===== config.mk =====
export PLATFORM = sky130hd
export DESIGN_NAME = matrix_tile_sched
export DESIGN_NICKNAME = d
export VERILOG_FILES = /design/src/rtl/matrix_tile_sched.sv
export SDC_FILE = /design/constraint.sdc
export NUM_CORES = 1
export LEC_CHECK = 0
export ABC_AREA = 1
export CAP_MARGIN = 20
export CORE_ASPECT_RATIO = 1.25
export CORE_MARGIN = 4
export CORE_UTILIZATION = 55
export DETAILED_ROUTE_END_ITERATION = 7
export PLACE_DENSITY = 0.87
export SLEW_MARGIN = 10
export SYNTH_ARGS = -nofsm -noshare
export SYNTH_HDL_FRONTEND = slang
export SYNTH_SLANG_ARGS = --single-unit

===== constraint.sdc =====
create_clock -name clk -period 10.27 [get_ports clk]
set_clock_uncertainty 0.1 [all_clocks]
set_input_delay 2.054 -clock clk [delete_from_list [all_inputs] [get_ports clk]]
set_output_delay 2.054 -clock clk [all_outputs]
set_load 0.05 [all_outputs]

===== src/rtl/matrix_tile_sched.sv =====
// Job-level tile scheduler: walks an output matrix in tiles (column tiles inner loop)
// and presents one MAC-array command per tile, advancing only on controller accept.
module matrix_tile_sched #(
  parameter int FEAT_ADDR_W   = 15,
  parameter int WEIGHT_ADDR_W = 17,
  parameter int OUT_ADDR_W    = 15,
  parameter int N_W           = 12,
  parameter int TILE_W        = 8
) (
  input  logic                     clk,
  input  logic                     rst,
  input  logic                     job_valid,
  output logic                     job_ready,
  input  logic [FEAT_ADDR_W-1:0]   job_a_base,
  input  logic [WEIGHT_ADDR_W-1:0] job_b_base,
  input  logic [OUT_ADDR_W-1:0]    job_c_base,
  input  logic [FEAT_ADDR_W-1:0]   job_a_tile_stride,
  input  logic [WEIGHT_ADDR_W-1:0] job_b_tile_stride,
  input  logic [OUT_ADDR_W-1:0]    job_c_row_stride,
  input  logic [OUT_ADDR_W-1:0]    job_c_col_stride,
  input  logic [14:0]              job_a_line,
  input  logic [16:0]              job_b_line,
  input  logic [14:0]              job_c_line,
  input  logic [N_W-1:0]           job_k,
  input  logic [TILE_W-1:0]        job_tiles_m,
  input  logic [TILE_W-1:0]        job_tiles_n,
  output logic                     ctrl_valid,
  input  logic                     ctrl_accept,
  output logic [FEAT_ADDR_W-1:0]   ctrl_feat_addr,
  output logic [WEIGHT_ADDR_W-1:0] ctrl_weight_addr,
  output logic [OUT_ADDR_W-1:0]    ctrl_out_addr,
  output logic [14:0]              ctrl_a_line,
  output logic [16:0]              ctrl_b_line,
  output logic [14:0]              ctrl_c_line,
  output logic [N_W-1:0]           ctrl_matrix_n,
  output logic                     done,
  output logic                     busy
);

  typedef enum logic [1:0] {IDLE, ISSUE, FLUSH} state_e;

  state_e                   state_q, state_d;
  logic                     ctrl_valid_q, ctrl_valid_d;
  logic                     done_q, done_d;
  logic [TILE_W-1:0]        i_q, i_d, j_q, j_d;
  logic [TILE_W-1:0]        tiles_m_q, tiles_m_d, tiles_n_q, tiles_n_d;
  logic [FEAT_ADDR_W-1:0]   a_base_q, a_base_d, a_stride_q, a_stride_d;
  logic [WEIGHT_ADDR_W-1:0] b_stride_q, b_stride_d;
  logic [OUT_ADDR_W-1:0]    c_row_q, c_row_d, c_col_q, c_col_d;
  logic [OUT_ADDR_W-1:0]    row_base_q, row_base_d;
  logic [FEAT_ADDR_W-1:0]   feat_q, feat_d;
  logic [WEIGHT_ADDR_W-1:0] weight_q, weight_d;
  logic [OUT_ADDR_W-1:0]    out_q, out_d;
  logic [14:0]              a_line_q, a_line_d, c_line_q, c_line_d;
  logic [16:0]              b_line_q, b_line_d;
  logic [N_W-1:0]           k_q, k_d;

  logic take_job, tile_acc, last_i, last_j, zero_job;

  assign take_job = (state_q == IDLE) && job_valid;
  assign tile_acc = (state_q == ISSUE) && ctrl_accept;
  assign last_i   = (i_q == tiles_m_q - TILE_W'(1));
  assign last_j   = (j_q == tiles_n_q - TILE_W'(1));
  assign zero_job = (job_tiles_m == '0) || (job_tiles_n == '0) || (job_k == '0);

  // state register
  always_ff @(posedge clk) begin
    if (rst) state_q <= IDLE;
    else     state_q <= state_d;
  end

  // next-state logic
  always_comb begin
    state_d = state_q;
    case (state_q)
      IDLE:    if (job_valid) state_d = zero_job ? FLUSH : ISSUE;
      ISSUE:   if (ctrl_accept && last_i && last_j) state_d = FLUSH;
      FLUSH:   state_d = IDLE;
      default: state_d = IDLE;
    endcase
  end

  // output decode; ctrl_valid and done are registered from the next state
  always_comb begin
    job_ready    = (state_q == IDLE) && !rst;
    busy         = (state_q != IDLE);
    ctrl_valid_d = (state_d == ISSUE);
    done_d       = (state_d == FLUSH);
  end

  // tile walk: every address step is one adder, wrapping at the port width
  always_comb begin
    i_d        = i_q;
    j_d        = j_q;
    tiles_m_d  = tiles_m_q;
    tiles_n_d  = tiles_n_q;
    a_base_d   = a_base_q;
    a_stride_d = a_stride_q;
    b_stride_d = b_stride_q;
    c_row_d    = c_row_q;
    c_col_d    = c_col_q;
    row_base_d = row_base_q;
    feat_d     = feat_q;
    weight_d   = weight_q;
    out_d      = out_q;
    a_line_d   = a_line_q;
    b_line_d   = b_line_q;
    c_line_d   = c_line_q;
    k_d        = k_q;
    if (take_job) begin
      i_d        = '0;
      j_d        = '0;
      tiles_m_d  = job_tiles_m;
      tiles_n_d  = job_tiles_n;
      a_base_d   = job_a_base;
      a_stride_d = job_a_tile_stride;
      b_stride_d = job_b_tile_stride;
      c_row_d    = job_c_row_stride;
      c_col_d    = job_c_col_stride;
      row_base_d = job_c_base;
      feat_d     = job_a_base;
      weight_d   = job_b_base;
      out_d      = job_c_base;
      a_line_d   = job_a_line;
      b_line_d   = job_b_line;
      c_line_d   = job_c_line;
      k_d        = job_k;
    end else if (tile_acc && !(last_i && last_j)) begin
      if (last_j) begin
        j_d        = '0;
        i_d        = i_q + TILE_W'(1);
        feat_d     = a_base_q;
        weight_d   = weight_q + b_stride_q;
        row_base_d = row_base_q + c_row_q;
        out_d      = row_base_q + c_row_q;
      end else begin
        j_d    = j_q + TILE_W'(1);
        feat_d = feat_q + a_stride_q;
        out_d  = out_q + c_col_q;
      end
    end
  end

  // command outputs carry a reset value; descriptor shadows do not need one
  always_ff @(posedge clk) begin
    if (rst) begin
      ctrl_valid_q <= 1'b0;
      done_q       <= 1'b0;
      feat_q       <= '0;
      weight_q     <= '0;
      out_q        <= '0;
      a_line_q     <= '0;
      b_line_q     <= '0;
      c_line_q     <= '0;
      k_q          <= '0;
    end else begin
      ctrl_valid_q <= ctrl_valid_d;
      done_q       <= done_d;
      feat_q       <= feat_d;
      weight_q     <= weight_d;
      out_q        <= out_d;
      a_line_q     <= a_line_d;
      b_line_q     <= b_line_d;
      c_line_q     <= c_line_d;
      k_q          <= k_d;
    end
  end

  always_ff @(posedge clk) begin
    i_q        <= i_d;
    j_q        <= j_d;
    tiles_m_q  <= tiles_m_d;
    tiles_n_q  <= tiles_n_d;
    a_base_q   <= a_base_d;
    a_stride_q <= a_stride_d;
    b_stride_q <= b_stride_d;
    c_row_q    <= c_row_d;
    c_col_q    <= c_col_d;
    row_base_q <= row_base_d;
  end

  assign ctrl_valid       = ctrl_valid_q;
  assign done             = done_q;
  assign ctrl_feat_addr   = feat_q;
  assign ctrl_weight_addr = weight_q;
  assign ctrl_out_addr    = out_q;
  assign ctrl_a_line      = a_line_q;
  assign ctrl_b_line      = b_line_q;
  assign ctrl_c_line      = c_line_q;
  assign ctrl_matrix_n    = k_q;

endmodule

==> metrics.txt, run 1 <==
Mapped Area=12,700 um2; compound-cell area share of the yosys netlist=8.71%; most frequent cells in the layout=398 x nand2_1, 297 x clkdlybuf4s50_1, 273 x nor2_1; Avg Inst Size Synth=7.76 um2; Fmax achieved=174 MHz; Syn-to-layout area delta=31.6%; row count=62; Worst setup SP type=input port; sum of negative setup slack=0 ns; DRT Wirelength=38,100 um; Post-synth EDFFs=108; Routed WL per cell=17.1 um; Comb pwr share=27.9%; fraction of the mapped netlist area in adder cells=6.72%; Post-DRT Antenna Nets=0; Net Sw Frac=32.3%; register share of total power=38.0%; Die ar.=25,700 um2; main combinational cell family by area after synthesis=simple AND/OR/NAND/NOR gates; switching power=0.000940 W; GR Layer Usage met2=52.4%; most common cell after layout, fill and taps aside=nand2_1; PortBufs=297; crit path time final=5.74 ns; met3 Usage GRT=6.73%; syn nets=1,895; Via Count=12.2k; Post-Synth Simple-Gate Area=29.5%; register area share after synthesis=45.3%; initial antenna violation count=3; register clock-pin slew on the reported worst setup and hold paths=0.06 ns; Yosys reg bits=234; Max Cap Violations=0; Post-CTS Setup Bufs=0; TritonCTS Buffers=26; asr flop ratio synth=0%; Initial Util=55.6%; Remaining Overflow, GRT=0; hold_buf cts=0; vias in the first global route=12.2k; Antenna Diode Count=0; Worst Tran Pin Value=1.04 ns; Yosys warnings=0; Die Y=178 um; gp weighted congestion=0.989; mux contribution to synthesized area=0%; Residual DRC=0; post-route clock period utilization=55.9%; Slew headroom=30.9%; Post-Synthesis Cells=1,641; part of the power in the clock network=34.1%; clock latency at the later pin of the worst-skew pair=0.52 ns; P_int=0.00197 W; vias per cell=5.48; status=finished clean; worst-case clock buffer depth=3; Main synth FF type=dfxtp_1; critical path type=in2out; Root Buffer=clkbuf_16; grt peak-use layer=met2; H-tree depth=1; Slew Viols, Final=0; required time worst endpoint=8.12 ns; TritonCTS Sinks=234; Peak VDD IR=0.156 mV; die width=144 um; met1 Track Usage GR=32.7%; first-pass GRT wire length=59,800 um; Min-Delay Startpoint=ctrl_matrix_n[7]; pre-CTS setup slack=4.54 ns; Hold/Removal Path Class=reg2reg; crit path DAT=3.58 ns; Core Region=22,900 um2; setup ws final=4.53 ns; All-Layer GR Usage=29.0%; nets@finish=2,171; Final Setup Violations=0; XOR/XNOR Fraction of Synth Area=3.37%; HPWL Detailed=27,400 um; DRT iter0 DRCs=940; Worst Path Max Fanout=7; Fill cells=1,623; Final Hold Viols=0; FF-to-FF Start=tiles_n_q[0]; RSZ-0062 raised after global routing=no; Leak=7.39 nW; CTS tree=built; largest net degree at the start of global routing=102; Resize count post-CTS=0; CP endpoint kind=output port; crit path from=rst; pwr dens=173 nW/um2; hold depth=2; num ports=298; share of layout cells above drive strength 1=4.28%; synth unique cells=39; reg2reg path depth=12; first-pass iteration count of the detailed router=7
## per-stage QoR
step / cell area (um2) / hold WS (ns) / power, W / util [%] / std cells
CTS: 16800 / 0.386 / 0.00292 / 73.2 / 2225
finish: 16800 / 0.381 / 0.00291 / 73.2 / 2225
floorplan: 12700 / 0.370 / 0.00165 / - / 1641
global route: 16800 / 0.411 / 0.00305 / 73.2 / 2225
detailed placement: 15800 / 0.372 / 0.00192 / 69.2 / 2177
global placement: 15800 / 0.364 / 0.00190 / 69.2 / 2177
## worst paths after layout
kind / endpoint / slack [ns]
setup reg to reg: row_base_q[5] / 6.54
hold reg to reg: ctrl_matrix_n[7] / 0.38
hold / removal: ctrl_matrix_n[7] / 0.38
setup / recovery: job_ready / 4.53
## power groups by stage
stage	clock network [W]	logic (W)	registers, W
after floorplan	0	0.000395	0.00126
after global routing	0.00105	0.000887	0.00111
final	0.000990	0.000811	0.00111
after detailed placement	0	0.000799	0.00112
after global placement	0	0.000778	0.00112
after CTS	0.00101	0.000808	0.00110
## layer usage
metal	vias up	wire [um]
met1	5624	13800
met2	515	19600
li1	5938	-
met3	121	3160
met4	6	1540
met5	-	44
## cells by family (layout without fill, tap and decap cells)
logic type	after synthesis	after routing
buffers and inverters	200	496
adders and majority gates	66	66
AOI/OAI and AO/OA	210	210
and+or+nand+nor	882	882
xor gates and xnor gates	49	49
DFF	234	234
## critical path, cell delays in order
cell	delay, ns
clkdlybuf4s50_1	0.55
nor2_1	0.16
clkdlybuf4s50_1	0.81
## Yosys cell counts, drive strengths merged (7+ instances only)
cell type    n  area, um2
edfxtp     108       3240
or2         15       93.8
o21ai      117        586
nand4       15       93.8
inv        146        548
o21bai      10       75.1
dfxtp      126       2520
nand3      119        616
xor2        23        201
nor2       277       1050
nand3b      28        210
nand2      404       1550
ha          62        776
xnor2       26        228
a21oi       69        345
clkbuf      28        105
nor4         7       43.8
buf         26        169
nor3        14       70.1
## final cells by class
cell class,instances,area [um2],share of cell area (%)
Multi-Input combinational cell,1207,6150,36.7
Sequential cell,234,5770,34.4
Timing Repair Buffer,302,3010,18.0
Clock buffer,28,679,4.05
Inverter,146,553,3.30
Tap cell,288,360,2.15
Clock inverter,20,239,1.43
No activity file was read; power rests on OpenSTA's default activity.
==> run 2: changes to the inputs <==
CORE_UTILIZATION = 46   (was 55)
PLACE_DENSITY = 0.77   (was 0.87)
clock period = 5.03 ns   (was 10.27 ns; I/O delays follow)
==> run 2 against run 1 <==
Effect of this change: via count is 2.9% lower; global-route usage is 4.6 points lower; non-clock buffer count is 3 higher; worst hold slack better by 0.0018 ns; first-iteration DRC count is 26% lower; critical path depth is 14 higher; clock power is 99% higher; count of clock-buffer cells in the layout is 9 higher; register-to-register slack worse by 5.2 ns; routed wire length is 0.36% higher; critical path type is now reg2reg; largest power group unchanged.
==> metrics.txt, run 2 (synthesis results as in run 1) <==
HPWL Detailed=28,600 um (was 27,400 um); multi-input logic area=6150 um2 (unchanged); Post-CTS Setup Bufs=0 (unchanged); Leak=7.41 nW (was 7.39 nW); Hold/Removal Path Class=reg2reg (unchanged); Final Hold Viols=0 (unchanged); Via Count=11.8k (was 12.2k); switching power=0.00190 W (was 0.000940 W); Fill cells=2,340 (was 1,623); register clock-pin slew on the reported worst setup and hold paths=0.06 ns (about the same); Net Sw Frac=32.4% (was 32.3%); status=finished clean (unchanged); register area=5770 um2 (unchanged); Routed WL per cell=16.7 um (was 17.1 um); CP endpoint kind=flop (was output port); worst r2r dst=row_base_q[6] (was row_base_q[5]); nets@finish=2,174 (was 2,171); first-pass GRT wire length=60,200 um (was 59,800 um); overall power=0.00588 W (was 0.00291 W); Post-DRT Antenna Nets=0 (unchanged); largest net degree at the start of global routing=111 (was 102); DRT iter0 DRCs=698 (was 940); crit path DAT=3.77 ns (was 3.58 ns); row count=67 (was 62); H-tree depth=1 (unchanged); area post-placement=15,900 um2 (was 15,800 um2); P_int=0.00398 W (was 0.00197 W); Fmax achieved=269 MHz; Resize count post-CTS=0 (unchanged); Max Cap Violations=0 (unchanged); CTS tree=built (unchanged); initial antenna violation count=4 (was 3); register share of total power=38.3% (was 38.0%); required time worst endpoint=5.08 ns (was 8.12 ns); num ports=298 (unchanged); Slew headroom=33.8% (was 30.9%); worst-case clock buffer depth=3 (unchanged); Worst Tran Pin Value=0.993 ns (was 1.04 ns); gp weighted congestion=0.928 (was 0.989); post-route clock period utilization=73.9%; TritonCTS Buffers=26 (unchanged); Die ar.=30,400 um2 (was 25,700 um2); Fin Hold WS=0.382 ns (was 0.381 ns); die width=157 um (was 144 um); share of layout cells above drive strength 1=4.28% (about the same); crit path time final=3.72 ns; vias in the first global route=11.8k (was 12.2k); Min-Delay Startpoint=ctrl_a_line[11] (was ctrl_matrix_n[7]); hold_buf cts=0 (unchanged); hold depth=2 (unchanged); Peak VDD IR=0.251 mV (was 0.156 mV); Final Setup Violations=0 (unchanged); Die Y=194 um (was 178 um); Worst Path Max Fanout=33 (was 7); RSZ-0062 raised after global routing=no (unchanged); All-Layer GR Usage=24.4% (was 29.0%); vias per cell=5.18 (was 5.48); part of the power in the clock network=33.5% (was 34.1%); post-route cell area=16,900 um2 (was 16,800 um2); first-pass iteration count of the detailed router=7 (unchanged); Syn-to-layout area delta=32.5% (was 31.6%); Root Buffer=clkbuf_16 (unchanged); sum of negative setup slack=0 ns (unchanged); r2r setup slk=1.31 ns (was 6.54 ns); fin util=62.3% (was 73.2%); clock latency at the later pin of the worst-skew pair=0.53 ns (was 0.52 ns); Hold Path End=ctrl_a_line[11] (was ctrl_matrix_n[7]); Comb pwr share=28.2% (was 27.9%); Remaining Overflow, GRT=0 (unchanged); Initial Util=47.0% (was 55.6%); reg2reg path depth=17 (was 12); Core Region=27,100 um2 (was 22,900 um2); most frequent cells in the layout=398 x nand2_1, 297 x clkdlybuf4s50_1, 273 x nor2_1 (unchanged); Worst setup SP type=flop (was input port); DRT Wirelength=38,200 um (was 38,100 um); FF-to-FF Start=tiles_n_q[0] (unchanged); TritonCTS Sinks=234 (unchanged); Slew Viols, Final=0 (unchanged); PortBufs=297 (unchanged); Residual DRC=0 (unchanged); pwr dens=349 nW/um2 (was 173 nW/um2); most common cell after layout, fill and taps aside=nand2_1 (unchanged); critical path type=reg2reg (was in2out)
run 2: routing by layer:
metal  GRT usage, %  share of wire (%)  vias to the layer above
li1               -                  -                     5941
met1           28.9                 39                     5435
met2           43.1                 51                      368
met3           5.11                6.7                       95
met4           9.16                3.9                        6
met5              0               0.10                        -
run 2: worst max path at each step:
| stage | startpoint | end | slack, ns | cells after the start |
|---|---|---|---|---|
| CTS | tiles_n_q[0] | row_base_q[6] | 1.32 | 17 |
| finish | tiles_n_q[0] | row_base_q[6] | 1.31 | 17 |
| global route | tiles_n_q[0] | row_base_q[6] | 1.0 | 17 |
| global placement | ctrl_accept | row_base_q[13] | 1.38 | 7 |
| floorplan | job_valid | a_base_q[0] | 1.35 | 5 |
| detailed placement | tiles_n_q[0] | row_base_q[12] | 1.35 | 15 |
run 2: critical path: stages, from the launching register on:
cell and delay (ns):
edfxtp_1 0.38, inv_1 0.14, ha_1 0.25, nand2_2 0.10, inv_2 0.07, nand2_1 0.07
nand2_1 0.08, nand2_1 0.08, nand2_1 0.08, inv_1 0.05, nand3_2 0.07, buf_4 0.32
inv_2 0.14, nand2_4 0.10, nand2_4 0.23, nand2_4 0.29, nand2_4 0.22, inv_1 0.54
run 2: per-stage QoR:
step                      std cells  setup slack [ns]
after floorplan                1641              1.35
after global placement         2236              1.38
after detailed placement       2236              1.35
after CTS                      2284              1.32
after global routing           2286             0.997
final                          2287              1.31
run 2: layout make-up:
class,count,share of cell area [%]
multi-input combinational,1207,36.5
sequential,234,34.2
inverter,146,3.28
timing repair buffer,305,18.2
tap,345,2.56
antenna,2,0.0297
clock buffer,37,4.66
clock inverter,11,0.631
run 2: power groups by stage:
stage	Combinational, W	Clock (W)	Sequential [W]
2_1_floorplan	0.000807	0	0.00257
3_3_place_gp	0.00162	0	0.00229
3_5_place_dp	0.00164	0	0.00229
4_1_cts	0.00165	0.00201	0.00225
5_1_grt	0.00182	0.00210	0.00227
6_report	0.00166	0.00197	0.00225
